`src/rtl/gate_test_sequencer_if.sv`:
```
// Bundles the sequencer's control, status and gate-facing signals.
//   start, abort  : sweep control into the sequencer
//   dut_y         : gate-under-test output fed back to the sequencer
//   stim          : registered gate input vector
//   busy, done    : sweep-in-progress level / one-cycle completion pulse
//   pass          : last completed sweep had no mismatches
//   fail_count    : mismatches in current/last sweep (N_IN+1 bits)
//   first_fail    : vector of the first mismatch
// N_IN must match the N_IN of the gate_test_sequencer it is connected to.
interface gate_test_sequencer_if #(
  parameter int N_IN = 1
);
  logic            start;
  logic            abort;
  logic            dut_y;
  logic [N_IN-1:0] stim;
  logic            busy;
  logic            done;
  logic            pass;
  logic [N_IN:0]   fail_count;
  logic [N_IN-1:0] first_fail;

  modport master (
    output start, abort, dut_y,
    input  stim, busy, done, pass, fail_count, first_fail
  );

  modport slave (
    input  start, abort, dut_y,
    output stim, busy, done, pass, fail_count, first_fail
  );
endinterface

```
`src/rtl/gate_test_sequencer.sv`:
```
// Self-check controller for a 1..4-input combinational gate. Steps stim through
// every vector 0 .. 2**N_IN-1, holds each for SETTLE cycles, then samples dut_y
// and compares it with EXPECT[stim]. Reports pass, mismatch count and the first
// failing vector.
// Ports:
//   clk  : rising-edge clock
//   rst  : synchronous active-high reset
//   bus  : gate_test_sequencer_if.slave (start/abort/dut_y in;
//          stim/busy/done/pass/fail_count/first_fail out)
module gate_test_sequencer #(
  parameter int                  N_IN   = 1,
  parameter int                  SETTLE = 2,
  parameter logic [2**N_IN-1:0]  EXPECT = 2'b01
) (
  input  logic                   clk,
  input  logic                   rst,
  gate_test_sequencer_if.slave   bus
);

  localparam int              CW       = $clog2(SETTLE) + 1;
  localparam int              FW       = N_IN + 1;
  localparam logic [CW-1:0]   CNT_LAST = CW'(SETTLE - 1);

  typedef enum logic [1:0] {
    S_IDLE,
    S_SETTLE,
    S_CHECK,
    S_DONE
  } state_t;

  state_t          state_q, state_d;
  logic [N_IN-1:0] stim_q, stim_d;
  logic [CW-1:0]   cnt_q, cnt_d;
  logic [FW-1:0]   fc_q, fc_d;
  logic [N_IN-1:0] ff_q, ff_d;
  logic            pass_q, pass_d;

  always_ff @(posedge clk) begin
    if (rst) begin
      state_q <= S_IDLE;
      stim_q  <= '0;
      cnt_q   <= '0;
      fc_q    <= '0;
      ff_q    <= '0;
      pass_q  <= 1'b0;
    end else begin
      state_q <= state_d;
      stim_q  <= stim_d;
      cnt_q   <= cnt_d;
      fc_q    <= fc_d;
      ff_q    <= ff_d;
      pass_q  <= pass_d;
    end
  end

  always_comb begin
    state_d = state_q;
    stim_d  = stim_q;
    cnt_d   = cnt_q;
    fc_d    = fc_q;
    ff_d    = ff_q;
    pass_d  = pass_q;

    unique case (state_q)
      S_IDLE: begin
        // Results and stim are held here; they are cleared only when a new
        // sweep is actually accepted.
        if (bus.start) begin
          state_d = S_SETTLE;
          stim_d  = '0;
          cnt_d   = '0;
          fc_d    = '0;
          ff_d    = '0;
          pass_d  = 1'b0;
        end
      end

      S_SETTLE: begin
        if (bus.abort) begin
          state_d = S_IDLE;
          stim_d  = '0;
          cnt_d   = '0;
          pass_d  = 1'b0;
        end else if (cnt_q == CNT_LAST) begin
          state_d = S_CHECK;
        end else begin
          cnt_d = cnt_q + CW'(1);
        end
      end

      S_CHECK: begin
        cnt_d = '0;
        // abort wins over the comparison: no count update on an aborted check
        if (bus.abort) begin
          state_d = S_IDLE;
          stim_d  = '0;
          pass_d  = 1'b0;
        end else begin
          if (bus.dut_y != EXPECT[stim_q]) begin
            fc_d = fc_q + FW'(1);
            if (fc_q == '0) ff_d = stim_q;
          end
          if (stim_q == '1) begin
            state_d = S_DONE;
          end else begin
            stim_d  = stim_q + N_IN'(1);
            state_d = S_SETTLE;
          end
        end
      end

      S_DONE: begin
        pass_d  = (fc_q == '0);
        state_d = S_IDLE;
      end

      default: state_d = S_IDLE;
    endcase
  end

  assign bus.stim       = stim_q;
  assign bus.busy       = (state_q == S_SETTLE) || (state_q == S_CHECK);
  assign bus.done       = (state_q == S_DONE);
  assign bus.pass       = pass_q;
  assign bus.fail_count = fc_q;
  assign bus.first_fail = ff_q;

endmodule

```
`src/flat_wrapper.sv`:
```
// flat-port wrapper written by rule: the top's interface ports become plain ports
module gate_test_sequencer_flat 
#(
  parameter int                  N_IN   = 1,
  parameter int                  SETTLE = 2,
  parameter logic [2**N_IN-1:0]  EXPECT = 2'b01
)
  (clk, rst, bus_start, bus_abort, bus_dut_y, bus_stim, bus_busy, bus_done, bus_pass, bus_fail_count, bus_first_fail);
  gate_test_sequencer_if #(.N_IN(N_IN)) bus_i ();
  input  logic clk;
  input  logic rst;
  input wire logic [$bits(bus_i.start)-1:0] bus_start;
  input wire logic [$bits(bus_i.abort)-1:0] bus_abort;
  input wire logic [$bits(bus_i.dut_y)-1:0] bus_dut_y;
  output wire logic [$bits(bus_i.stim)-1:0] bus_stim;
  output wire logic [$bits(bus_i.busy)-1:0] bus_busy;
  output wire logic [$bits(bus_i.done)-1:0] bus_done;
  output wire logic [$bits(bus_i.pass)-1:0] bus_pass;
  output wire logic [$bits(bus_i.fail_count)-1:0] bus_fail_count;
  output wire logic [$bits(bus_i.first_fail)-1:0] bus_first_fail;
  assign bus_i.start = bus_start;
  assign bus_i.abort = bus_abort;
  assign bus_i.dut_y = bus_dut_y;
  assign bus_stim = bus_i.stim;
  assign bus_busy = bus_i.busy;
  assign bus_done = bus_i.done;
  assign bus_pass = bus_i.pass;
  assign bus_fail_count = bus_i.fail_count;
  assign bus_first_fail = bus_i.first_fail;
  gate_test_sequencer #(.N_IN(N_IN), .SETTLE(SETTLE), .EXPECT(EXPECT)) u_core (.clk(clk), .rst(rst), .bus(bus_i));
endmodule
```
`config.mk`:
```
export PLATFORM = sky130hd
export DESIGN_NAME = gate_test_sequencer_flat
export DESIGN_NICKNAME = d
export VERILOG_FILES = /design/src/rtl/gate_test_sequencer_if.sv /design/src/rtl/gate_test_sequencer.sv /design/src/flat_wrapper.sv
export SDC_FILE = /design/constraint.sdc
export NUM_CORES = 1
export LEC_CHECK = 0
export BUFFER_PORTS_ARGS = -buffer_cell sky130_fd_sc_hd__buf_4
export CAP_MARGIN = 15
export CORE_AREA = 2 2 39 41
export DETAILED_ROUTE_END_ITERATION = 12
export DIE_AREA = 0 0 41 43
export PLACE_DENSITY = 0.67
export SYNTH_ARGS = -nofsm -noshare
export SYNTH_HDL_FRONTEND = slang
export SYNTH_SLANG_ARGS = --single-unit
export TNS_END_PERCENT = 1
```
`constraint.sdc`:
```
create_clock -name clk -period 3.4 [get_ports clk]
set_input_delay 0.17 -clock clk [delete_from_list [all_inputs] [get_ports clk]]
set_output_delay 0.17 -clock clk [all_outputs]
set_load 0.005 [all_outputs]
```
==> results of run 1 <==
-- state kept, by name, summed over array words and instances, names as in the netlist --
| signal | flops |
|---|---|
| u_core.cnt_q | 2 |
| u_core.bus.first_fail | 1 |
| u_core.bus.stim | 1 |
| u_core.state_q | 2 |
| u_core.bus.fail_count | 2 |
| u_core.bus.pass | 1 |
-- metal layers --
metal | vias to the layer above | routed length (um) | global-route usage
li1 | 244 | - | -
met1 | 216 | 486 | 0.186
met2 | 7 | 504 | 0.244
met3 | 2 | 36 | 0.0314
met4 | 0 | 12 | 0.100
met5 | - | 0 | 0
-- final cells by class --
type / instances / area, um2
Fill cell: 136 / 674
Multi-Input combinational cell: 46 / 378
Sequential cell: 9 / 180
Timing Repair Buffer: 11 / 82.6
Clock buffer: 4 / 26.3
Inverter: 6 / 22.5
Tap cell: 16 / 20.0
-- worst min-delay path by stage --
stage | startpoint | to | cells past startpoint
6_report | rst | u_core.bus.first_fail | 2
4_1_cts | rst | u_core.bus.fail_count[1] | 2
2_1_floorplan | bus_abort | u_core.state_q[1] | 2
3_5_place_dp | rst | u_core.bus.fail_count[1] | 2
5_1_grt | rst | u_core.bus.fail_count[1] | 2
3_3_place_gp | rst | u_core.bus.fail_count[1] | 2
-- power groups by stage --
stage,clock [uW],sequential [uW],combinational [uW]
2_1_floorplan,0,114,47.8
3_3_place_gp,0,114,59.6
3_5_place_dp,0,114,60.2
4_1_cts,87.2,112,60.6
5_1_grt,89.2,112,67.8
6_report,84.7,112,60.3
-- through the flow --
stage / instance area [um2] / setup WS, ps
floorplan: 596 / 1760
global placement: 683 / 1770
detailed placement: 683 / 1720
CTS: 709 / 1710
global route: 709 / 1610
finish: 709 / 1720
-- cells in the mapped netlist, drive strengths merged --
| cell type | instances |
|---|---|
| dfxtp | 9 |
| ha | 8 |
| inv | 6 |
| a21oi | 5 |
| nor2 | 5 |
| nor2b | 4 |
| nand2b | 3 |
| buf | 2 |
| mux2i | 2 |
| nand2 | 2 |
| o31ai | 2 |
| or4 | 2 |
| a211o | 1 |
| a211oi | 1 |
| a21bo | 1 |
| a22oi | 1 |
| mux2 | 1 |
| nand3 | 1 |
| nand3b | 1 |
| nand4 | 1 |
| nor3b | 1 |
| nor4 | 1 |
| o21ai | 1 |
| o21bai | 1 |
| xor2 | 1 |
-- worst max-delay path: cells and delay by family, from the launching register on --
family	cells	cell delay, ps
AO/OA/AOI/OAI	1	320
adder cells (fa/ha/maj)	1	200
buffers and inverters	1	100
flip-flops	1	410
multiplexers	1	360
AND/OR/NAND/NOR	2	240
-- kinds of logic (layout without fill, tap and decap cells) --
kind of cell / Yosys count / after routing / synth area share
xor gates and xnor gates: 1 / 1 / 0.0147
adders and majority gates: 8 / 8 / 0.168
muxes: 3 / 3 / 0.0525
buffers and inverters: 8 / 21 / 0.0630
and+or+nand+nor: 21 / 21 / 0.210
DFF: 9 / 9 / 0.303
AOI/OAI and AO/OA: 13 / 13 / 0.189
==> results.tsv, run 1 <==
stage	metric	value	unit
clock_tree	clock sink total	9	
power_and_ir_drop	Switching Fraction	0.286	
timing	final hold violations	0	
global_route	number of antenna violations at the first check in global routing	0	
route	wire length per cell	11.3	um
route	final WL	1040	um
critical_path	reg2reg end	u_core.bus.fail_count[1]	
placement	number of I/O port buffers	11	
clock_tree	clk_lat worst skew	260	ps
clock_tree	htree depth	1	
route	Antenna Nets Post-Route	0	
clock_tree	Reg clk slew, reported paths	70	ps
global_route	GRT Resource Usage Total	0.157	
floorplan	CORE AREA	1380	um2
cells_and_area	area grow syn2layout	19.1	%
cells_and_area	fin cells	92	
route	TritonRoute pass-1 iters	2	
cells_and_area	nets	90	
clock_tree	setup bufs post-CTS	0	
timing	Tcrit/Tclk final	0.494	
timing	Min Hold Slack	136	ps
critical_path	worst-path cell with the longest stage delay	dfxtp_1	
power_and_ir_drop	Clk pwr share	0.330	
critical_path	Reg2Reg Depth	6	
route	post-DR vias/cell	5.10	
flow_run	Max Cap Viol	0	
power_and_ir_drop	Max rail drop VDD	0.195	mV
placement	GPL Wtd Cong	0.796	
clock_tree	Hold-fix buffers, CTS	0	
clock_tree	post-cts sizing count	0	
critical_path	R2R Path Start	u_core.state_q[1]	
yosys	Post-Syn Instances	63	
critical_path	register-to-register setup slack	1720	ps
yosys	Synth Area per Inst	9.45	um2
floorplan	# rows	14	
power_and_ir_drop	Sw Pwr	73.3	uW
power_and_ir_drop	Design Power	257	uW
floorplan	die height	43	um
power_and_ir_drop	P_leak	0.000302	uW
floorplan	Die ar.	1760	um2
yosys	Yosys top cell by area	dfxtp_1	
global_route	first-pass GRT wire length	1880	um
yosys	synth top area cells	dfxtp_1 30%, ha_1 17%, a21oi_1 4.2%	
critical_path	crit-path cells	inv_1, ha_1, nor2b_4, o31ai_4, mux2_1, nor2_1	
clock_tree	root cell of the clock tree	clkbuf_4	
yosys	yosys warns	0	
route	Detailed Route Iter0 Violations	6	
yosys	Synth Cell Area	596	um2
placement	Inst Count DP	88	
clock_tree	TritonCTS clock tree	built	
critical_path	critical path fanouts, max	8	
timing	clk_skew	10.2	ps
cells_and_area	commonest non-fill, non-tap cells in the layout	11 x buf_4, 9 x dfxtp_1, 8 x ha_1, 6 x inv_1	
global_route	largest net degree at the start of global routing	10	
route	Residual DRC	0	
timing	maximum clock frequency	0.595	GHz
clock_tree	clk buf depth	2	
cells_and_area	final core occ	0.513	
timing	post-layout min period	1680	ps
yosys	post-synthesis sequential area ratio	0.303	
floorplan	chip width	41	um
timing	# setup viols final	0	
global_route	grt ovf	0	
critical_path	Critical Path End	u_core.bus.fail_count[1]	
timing	Final Max Slew Viols	0	
critical_path	endpoint type of the worst setup path	register	
critical_path	worst endpoint data arrival time	1890	ps
yosys	Netlist cell types	28	
placement	dpl hpwl	837	um
min_path	worst min path class	in2reg	
yosys	syn_nets	76	
cells_and_area	diodes inserted	0	
critical_path	Crit. Startpoint	u_core.state_q[1]	
power_and_ir_drop	Cell Int Power	183	uW
floorplan	I/O pins	12	
route	vias after detailed routing	469	
timing	TNS Setup	0	ps
timing	RSZ-0062 raised after global routing	no	
power_and_ir_drop	Gate power share	0.235	
timing	Worst-Margin Slew	339	ps
yosys	Yosys reg bits	9	
cells_and_area	layout cell share with drive strength beyond 1	0.250	
power_and_ir_drop	PwrDens	362	nW/um2
timing	relative slew slack	0.772	
clock_tree	total clock buffers created by CTS	3	
cells_and_area	commonest non-fill, non-tap cell in the layout	buf_4	
global_route	vias in the first global route	473	
critical_path	required time worst endpoint	3610	ps
power_and_ir_drop	Reg power frac	0.435	
critical_path	crit-path max cell delay	410	ps
floorplan	Initial Util	0.430	
status	outcome	completed	
yosys	area share of the largest cell type after synthesis	0.303	
critical_path	CP Class	reg2reg	
critical_path	startpoint class of the critical path	register	
Note: power is estimated with default switching activity, not from simulation.
==> run 2: changes to the inputs <==
Clock period 3.4 ns to 1.6 ns, I/O delays scaled along.
==> results.tsv, run 2 (same netlist as run 1, synthesis figures left out) <==
stage	metric	value	unit	change
floorplan	chip width	41	um	unchanged
route	TritonRoute pass-1 iters	2		unchanged
route	post-DR vias/cell	5.17		was 5.10
clock_tree	clk_lat worst skew	260	ps	about the same
clock_tree	Reg clk slew, reported paths	60	ps	was 70 ps
cells_and_area	layout cell share with drive strength beyond 1	0.402		was 0.250
route	final WL	1140	um	was 1040 um
min_path	worst min path class	in2reg		unchanged
timing	Final Max Slew Viols	0		unchanged
timing	post-layout min period	1550	ps	was 1680 ps
power_and_ir_drop	P_leak	0.000336	uW	was 0.000302 uW
power_and_ir_drop	Switching Fraction	0.280		was 0.286
power_and_ir_drop	Cell Int Power	413	uW	was 183 uW
route	Antenna Nets Post-Route	0		unchanged
placement	GPL Wtd Cong	0.767		was 0.796
power_and_ir_drop	Clk pwr share	0.304		was 0.330
cells_and_area	nets	96		was 90
cells_and_area	diodes inserted	0		unchanged
timing	clk_skew	6.06	ps	was 10.2 ps
critical_path	required time worst endpoint	1790	ps	was 3610 ps
critical_path	critical path fanouts, max	8		unchanged
clock_tree	TritonCTS clock tree	built		unchanged
route	wire length per cell	11.7	um	was 11.3 um
global_route	largest net degree at the start of global routing	10		unchanged
min_path	WHS Endpoint	u_core.state_q[1]		was u_core.bus.first_fail
critical_path	startpoint class of the critical path	register		unchanged
power_and_ir_drop	Max rail drop VDD	0.461	mV	was 0.195 mV
critical_path	crit-path max cell delay	430	ps	was 410 ps
timing	maximum clock frequency	0.643	GHz	was 0.595 GHz
power_and_ir_drop	Gate power share	0.282		was 0.235
cells_and_area	commonest non-fill, non-tap cells in the layout	17 x buf_4, 7 x ha_1, 7 x dfxtp_1, 5 x inv_1, 5 x nor2_1		was 11 x buf_4, 9 x dfxtp_1, 8 x ha_1, 6 x inv_1
cells_and_area	fin area	778	um2	was 709 um2
cells_and_area	final core occ	0.562		was 0.513
clock_tree	total clock buffers created by CTS	3		unchanged
cells_and_area	commonest non-fill, non-tap cell in the layout	buf_4		unchanged
critical_path	CP Class	reg2reg		unchanged
clock_tree	clk buf depth	2		unchanged
floorplan	die height	43	um	unchanged
cells_and_area	area grow syn2layout	30.7	%	was 19.1%
min_path	hold path depth	2		unchanged
clock_tree	clock sink total	9		unchanged
floorplan	I/O pins	12		unchanged
critical_path	Reg2Reg Depth	6		unchanged
route	Detailed Route Iter0 Violations	2		was 6
timing	Tcrit/Tclk final	0.972		was 0.494
critical_path	crit-path cells	inv_1, ha_2, nor2b_4, o21bai_4, or4_4, a21oi_2		was inv_1, ha_1, nor2b_4, o31ai_4, mux2_1, nor2_1
route	vias after detailed routing	507		was 469
flow_run	Max Cap Viol	0		unchanged
route	Residual DRC	0		unchanged
global_route	number of antenna violations at the first check in global routing	0		unchanged
timing	Worst-Margin Slew	292	ps	was 339 ps
floorplan	Die ar.	1760	um2	unchanged
clock_tree	htree depth	1		unchanged
cells_and_area	fin cells	98		was 92
timing	final hold violations	0		unchanged
power_and_ir_drop	Design Power	574	uW	was 257 uW
critical_path	register-to-register setup slack	50	ps	was 1720 ps
power_and_ir_drop	PwrDens	737	nW/um2	was 362 nW/um2
power_and_ir_drop	Reg power frac	0.415		was 0.435
floorplan	# rows	14		unchanged
critical_path	endpoint type of the worst setup path	register		unchanged
global_route	first-pass GRT wire length	1830	um	was 1880 um
floorplan	Initial Util	0.430		unchanged
placement	Inst Count DP	92		was 88
placement	dpl hpwl	856	um	was 837 um
critical_path	reg2reg end	u_core.state_q[1]		was u_core.bus.fail_count[1]
global_route	vias in the first global route	478		was 473
critical_path	crit path buf inv count	1		unchanged
critical_path	worst endpoint data arrival time	1740	ps	was 1890 ps
status	outcome	completed		unchanged
timing	min setup slack post-route	45.3	ps	was 1720 ps
critical_path	R2R Path Start	u_core.state_q[0]		was u_core.state_q[1]
global_route	grt ovf	0		unchanged
timing	# setup viols final	0		unchanged
timing	relative slew slack	0.804		was 0.772
min_path	worst hold path startpoint	rst		unchanged
critical_path	worst-path cell with the longest stage delay	or4_4		was dfxtp_1
clock_tree	root cell of the clock tree	clkbuf_4		unchanged
power_and_ir_drop	Sw Pwr	161	uW	was 73.3 uW
placement	number of I/O port buffers	11		unchanged
floorplan	CORE AREA	1380	um2	unchanged
placement	placed inst area	713	um2	was 683 um2
global_route	GRT Resource Usage Total	0.154		was 0.157
clock_tree	Hold-fix buffers, CTS	0		unchanged
placement	Setup WS pre-CTS	16.5	ps	was 1720 ps
critical_path	Top delay family on crit path	simple AND/OR/NAND/NOR gates		was flip-flops
run 2: final cells by class:
type | count | area [um2]
clock buffers | 4 | 26.3
fillers | 126 | 606
inverters | 6 | 22.5
multi-input cells | 46 | 399
flip-flops and latches | 9 | 183
well taps | 16 | 20.0
repair buffers | 17 | 128
run 2: how the worst max path moves through the flow:
| stage | start | endpoint | slack (ps) | depth (start not counted) |
|---|---|---|---|---|
| after floorplan | u_core.state_q[1] | u_core.state_q[1] | -8 | 7 |
| after CTS | u_core.state_q[1] | u_core.state_q[1] | 40 | 6 |
| after global routing | u_core.state_q[0] | u_core.state_q[1] | -30 | 6 |
| after global placement | u_core.state_q[0] | u_core.state_q[1] | 20 | 6 |
| final | u_core.state_q[0] | u_core.state_q[1] | 50 | 6 |
| after detailed placement | u_core.state_q[0] | u_core.state_q[1] | 20 | 6 |
run 2: worst reg2reg max path: cells and delay by family, from the launching register on:
family          cells  cell delay (ps)
simple gates        2              580
buf+inv             1               70
flops               1              340
compound gates      2              320
fa+ha+maj           1              190
run 2: per-stage QoR:
stage	hold slack, ps	setup TNS (ps)
detailed placement	332	0
finish	42.2	0
floorplan	260	-8.03
CTS	49.9	0
global route	40.9	-30.2
global placement	331	0
run 2: power by group through the flow:
stage	Combinational, uW	Clock, uW	Sequential [uW]
final	162	174	238
after global routing	179	195	238
after CTS	143	184	238
after detailed placement	142	0	243
after global placement	142	0	243
after floorplan	102	0	241
run 2: layer usage:
metal / share of wire / vias up / GRT usage
li1: - / 255 / -
met1: 0.40 / 236 / 0.143
met2: 0.51 / 12 / 0.253
met3: 0.069 / 4 / 0.0995
met4: 0.019 / 0 / 0.0600
met5: 0 / - / 0
run 2: repair_timing:
item | CTS | global route
pin swaps | 0 | 2
setup endpoints to repair | 1 | 4
setup buffers | 0 | 2
gates resized for setup | 1 | 7
==> run 3: changes to the inputs <==
Settings changed: REMOVE_ABC_BUFFERS set to 1.
==> results.tsv, run 3 (same netlist as run 1, synthesis figures left out) <==
stage	metric	value	unit	change
status	outcome	completed		unchanged
placement	Setup WS pre-CTS	28.7	ps	was 16.5 ps
flow_run	Max Cap Viol	0		unchanged
critical_path	startpoint class of the critical path	register		unchanged
floorplan	Initial Util	0.430		unchanged
clock_tree	Reg clk slew, reported paths	70	ps	was 60 ps
timing	# setup viols final	0		unchanged
route	wire length per cell	12.7	um	was 11.7 um
cells_and_area	commonest non-fill, non-tap cell in the layout	buf_4		unchanged
cells_and_area	Reg area	183	um2	unchanged
timing	relative slew slack	0.745		was 0.804
global_route	largest net degree at the start of global routing	10		unchanged
cells_and_area	FILL cells	133		was 126
timing	clk_skew	7.34	ps	was 6.06 ps
cells_and_area	area of the multi-input gates	398	um2	was 399 um2
clock_tree	root cell of the clock tree	clkbuf_4		unchanged
timing	Tcrit/Tclk final	0.971		was 0.972
critical_path	required time worst endpoint	1810	ps	was 1790 ps
cells_and_area	layout cell share with drive strength beyond 1	0.383		was 0.402
cells_and_area	commonest non-fill, non-tap cells in the layout	16 x buf_4, 7 x dfxtp_1, 6 x inv_1, 6 x ha_1, 5 x nor2_1		was 17 x buf_4, 7 x ha_1, 7 x dfxtp_1, 5 x inv_1, 5 x nor2_1
placement	GPL Wtd Cong	0.795		was 0.767
floorplan	die height	43	um	unchanged
route	Detailed Route Iter0 Violations	14		was 2
clock_tree	total clock buffers created by CTS	3		unchanged
critical_path	worst endpoint data arrival time	1760	ps	was 1740 ps
route	vias after detailed routing	507		unchanged
route	final WL	1230	um	was 1140 um
cells_and_area	nets	95		was 96
clock_tree	clk_lat worst skew	270	ps	was 260 ps
timing	Final Max Slew Viols	0		unchanged
clock_tree	clock sink total	9		unchanged
critical_path	CP Class	reg2reg		unchanged
critical_path	critical path fanouts, max	6		was 8
global_route	number of antenna violations at the first check in global routing	0		unchanged
floorplan	CORE AREA	1380	um2	unchanged
floorplan	I/O pins	12		unchanged
cells_and_area	diodes inserted	0		unchanged
timing	final hold violations	0		unchanged
global_route	vias in the first global route	443		was 478
global_route	grt ovf	0		unchanged
placement	Inst Count DP	92		unchanged
cells_and_area	fin cells	97		was 98
global_route	GRT Resource Usage Total	0.167		was 0.154
timing	min setup slack post-route	46.0	ps	was 45.3 ps
critical_path	endpoint type of the worst setup path	register		unchanged
route	Residual DRC	0		unchanged
timing	post-layout min period	1550	ps	about the same
clock_tree	htree depth	1		unchanged
power_and_ir_drop	Design Power	579	uW	was 574 uW
placement	number of I/O port buffers	11		unchanged
route	TritonRoute pass-1 iters	4		was 2
route	post-DR vias/cell	5.23		was 5.17
floorplan	# rows	14		unchanged
timing	Worst-Margin Slew	379	ps	was 292 ps
power_and_ir_drop	P_leak	0.000333	uW	was 0.000336 uW
global_route	first-pass GRT wire length	1890	um	was 1830 um
timing	Min Hold Slack	31.9	ps	was 42.2 ps
route	Antenna Nets Post-Route	0		unchanged
min_path	worst min path class	in2reg		unchanged
timing	RSZ-0062 raised after global routing	yes		
clock_tree	TritonCTS clock tree	built		unchanged
power_and_ir_drop	PwrDens	753	nW/um2	was 737 nW/um2
cells_and_area	area grow syn2layout	29.2	%	was 30.7%
timing	maximum clock frequency	0.643	GHz	about the same
floorplan	Die ar.	1760	um2	unchanged
placement	dpl hpwl	912	um	was 856 um
power_and_ir_drop	Max rail drop VDD	0.620	mV	was 0.461 mV
critical_path	register-to-register setup slack	50	ps	about the same
floorplan	chip width	41	um	unchanged
clock_tree	clk buf depth	2		unchanged
## run 3: worst paths after layout
path / from / endpoint / depth (start not counted)
max: u_core.state_q[1] / u_core.bus.stim / 5
min: rst / u_core.state_q[1] / 2
max reg2reg: u_core.state_q[1] / u_core.bus.stim / 5
min reg2reg: u_core.bus.pass / u_core.bus.pass / 2
## run 3: through the flow
step | TNS [ps] | util | area, um2
2_1_floorplan | 0 | - | 581
3_3_place_gp | 0 | 0.515 | 713
3_5_place_dp | 0 | 0.515 | 713
4_1_cts | 0 | 0.534 | 739
5_1_grt | -16.5 | 0.556 | 769
6_report | 0 | 0.556 | 769
## run 3: area by class of cell
type | count | area share
clock buffers | 4 | 0.0341
inverters | 6 | 0.0293
multi-input cells | 46 | 0.517
flip-flops and latches | 9 | 0.237
well taps | 16 | 0.0260
repair buffers | 16 | 0.156
## run 3: repair_timing
action,CTS,global route
hold buffers,0,0
resized for setup,0,7
buffers inserted,0,1
endpoints found under the setup margin,0,4
## run 3: power breakdown
part           switching [uW]  total, uW  internal (uW)
clock network            88.5        185           96.6
registers                5.14        238            232
logic                    76.3        156           80.1
total                     170        579            409
## run 3: worst max-delay path: stages, from the launching register on
cell,delay [ps]
dfxtp_2,330
buf_4,130
buf_4,130
ha_1,240
or4_1,540
a21oi_1,130
## run 3: routing by layer
metal  up-vias  GRT usage  routed length, um
li1        256          -                  -
met1       237      0.182                522
met2        12      0.250                632
met3         2     0.0942                 64
met4         0     0.0800                 11
met5         -          0                  0
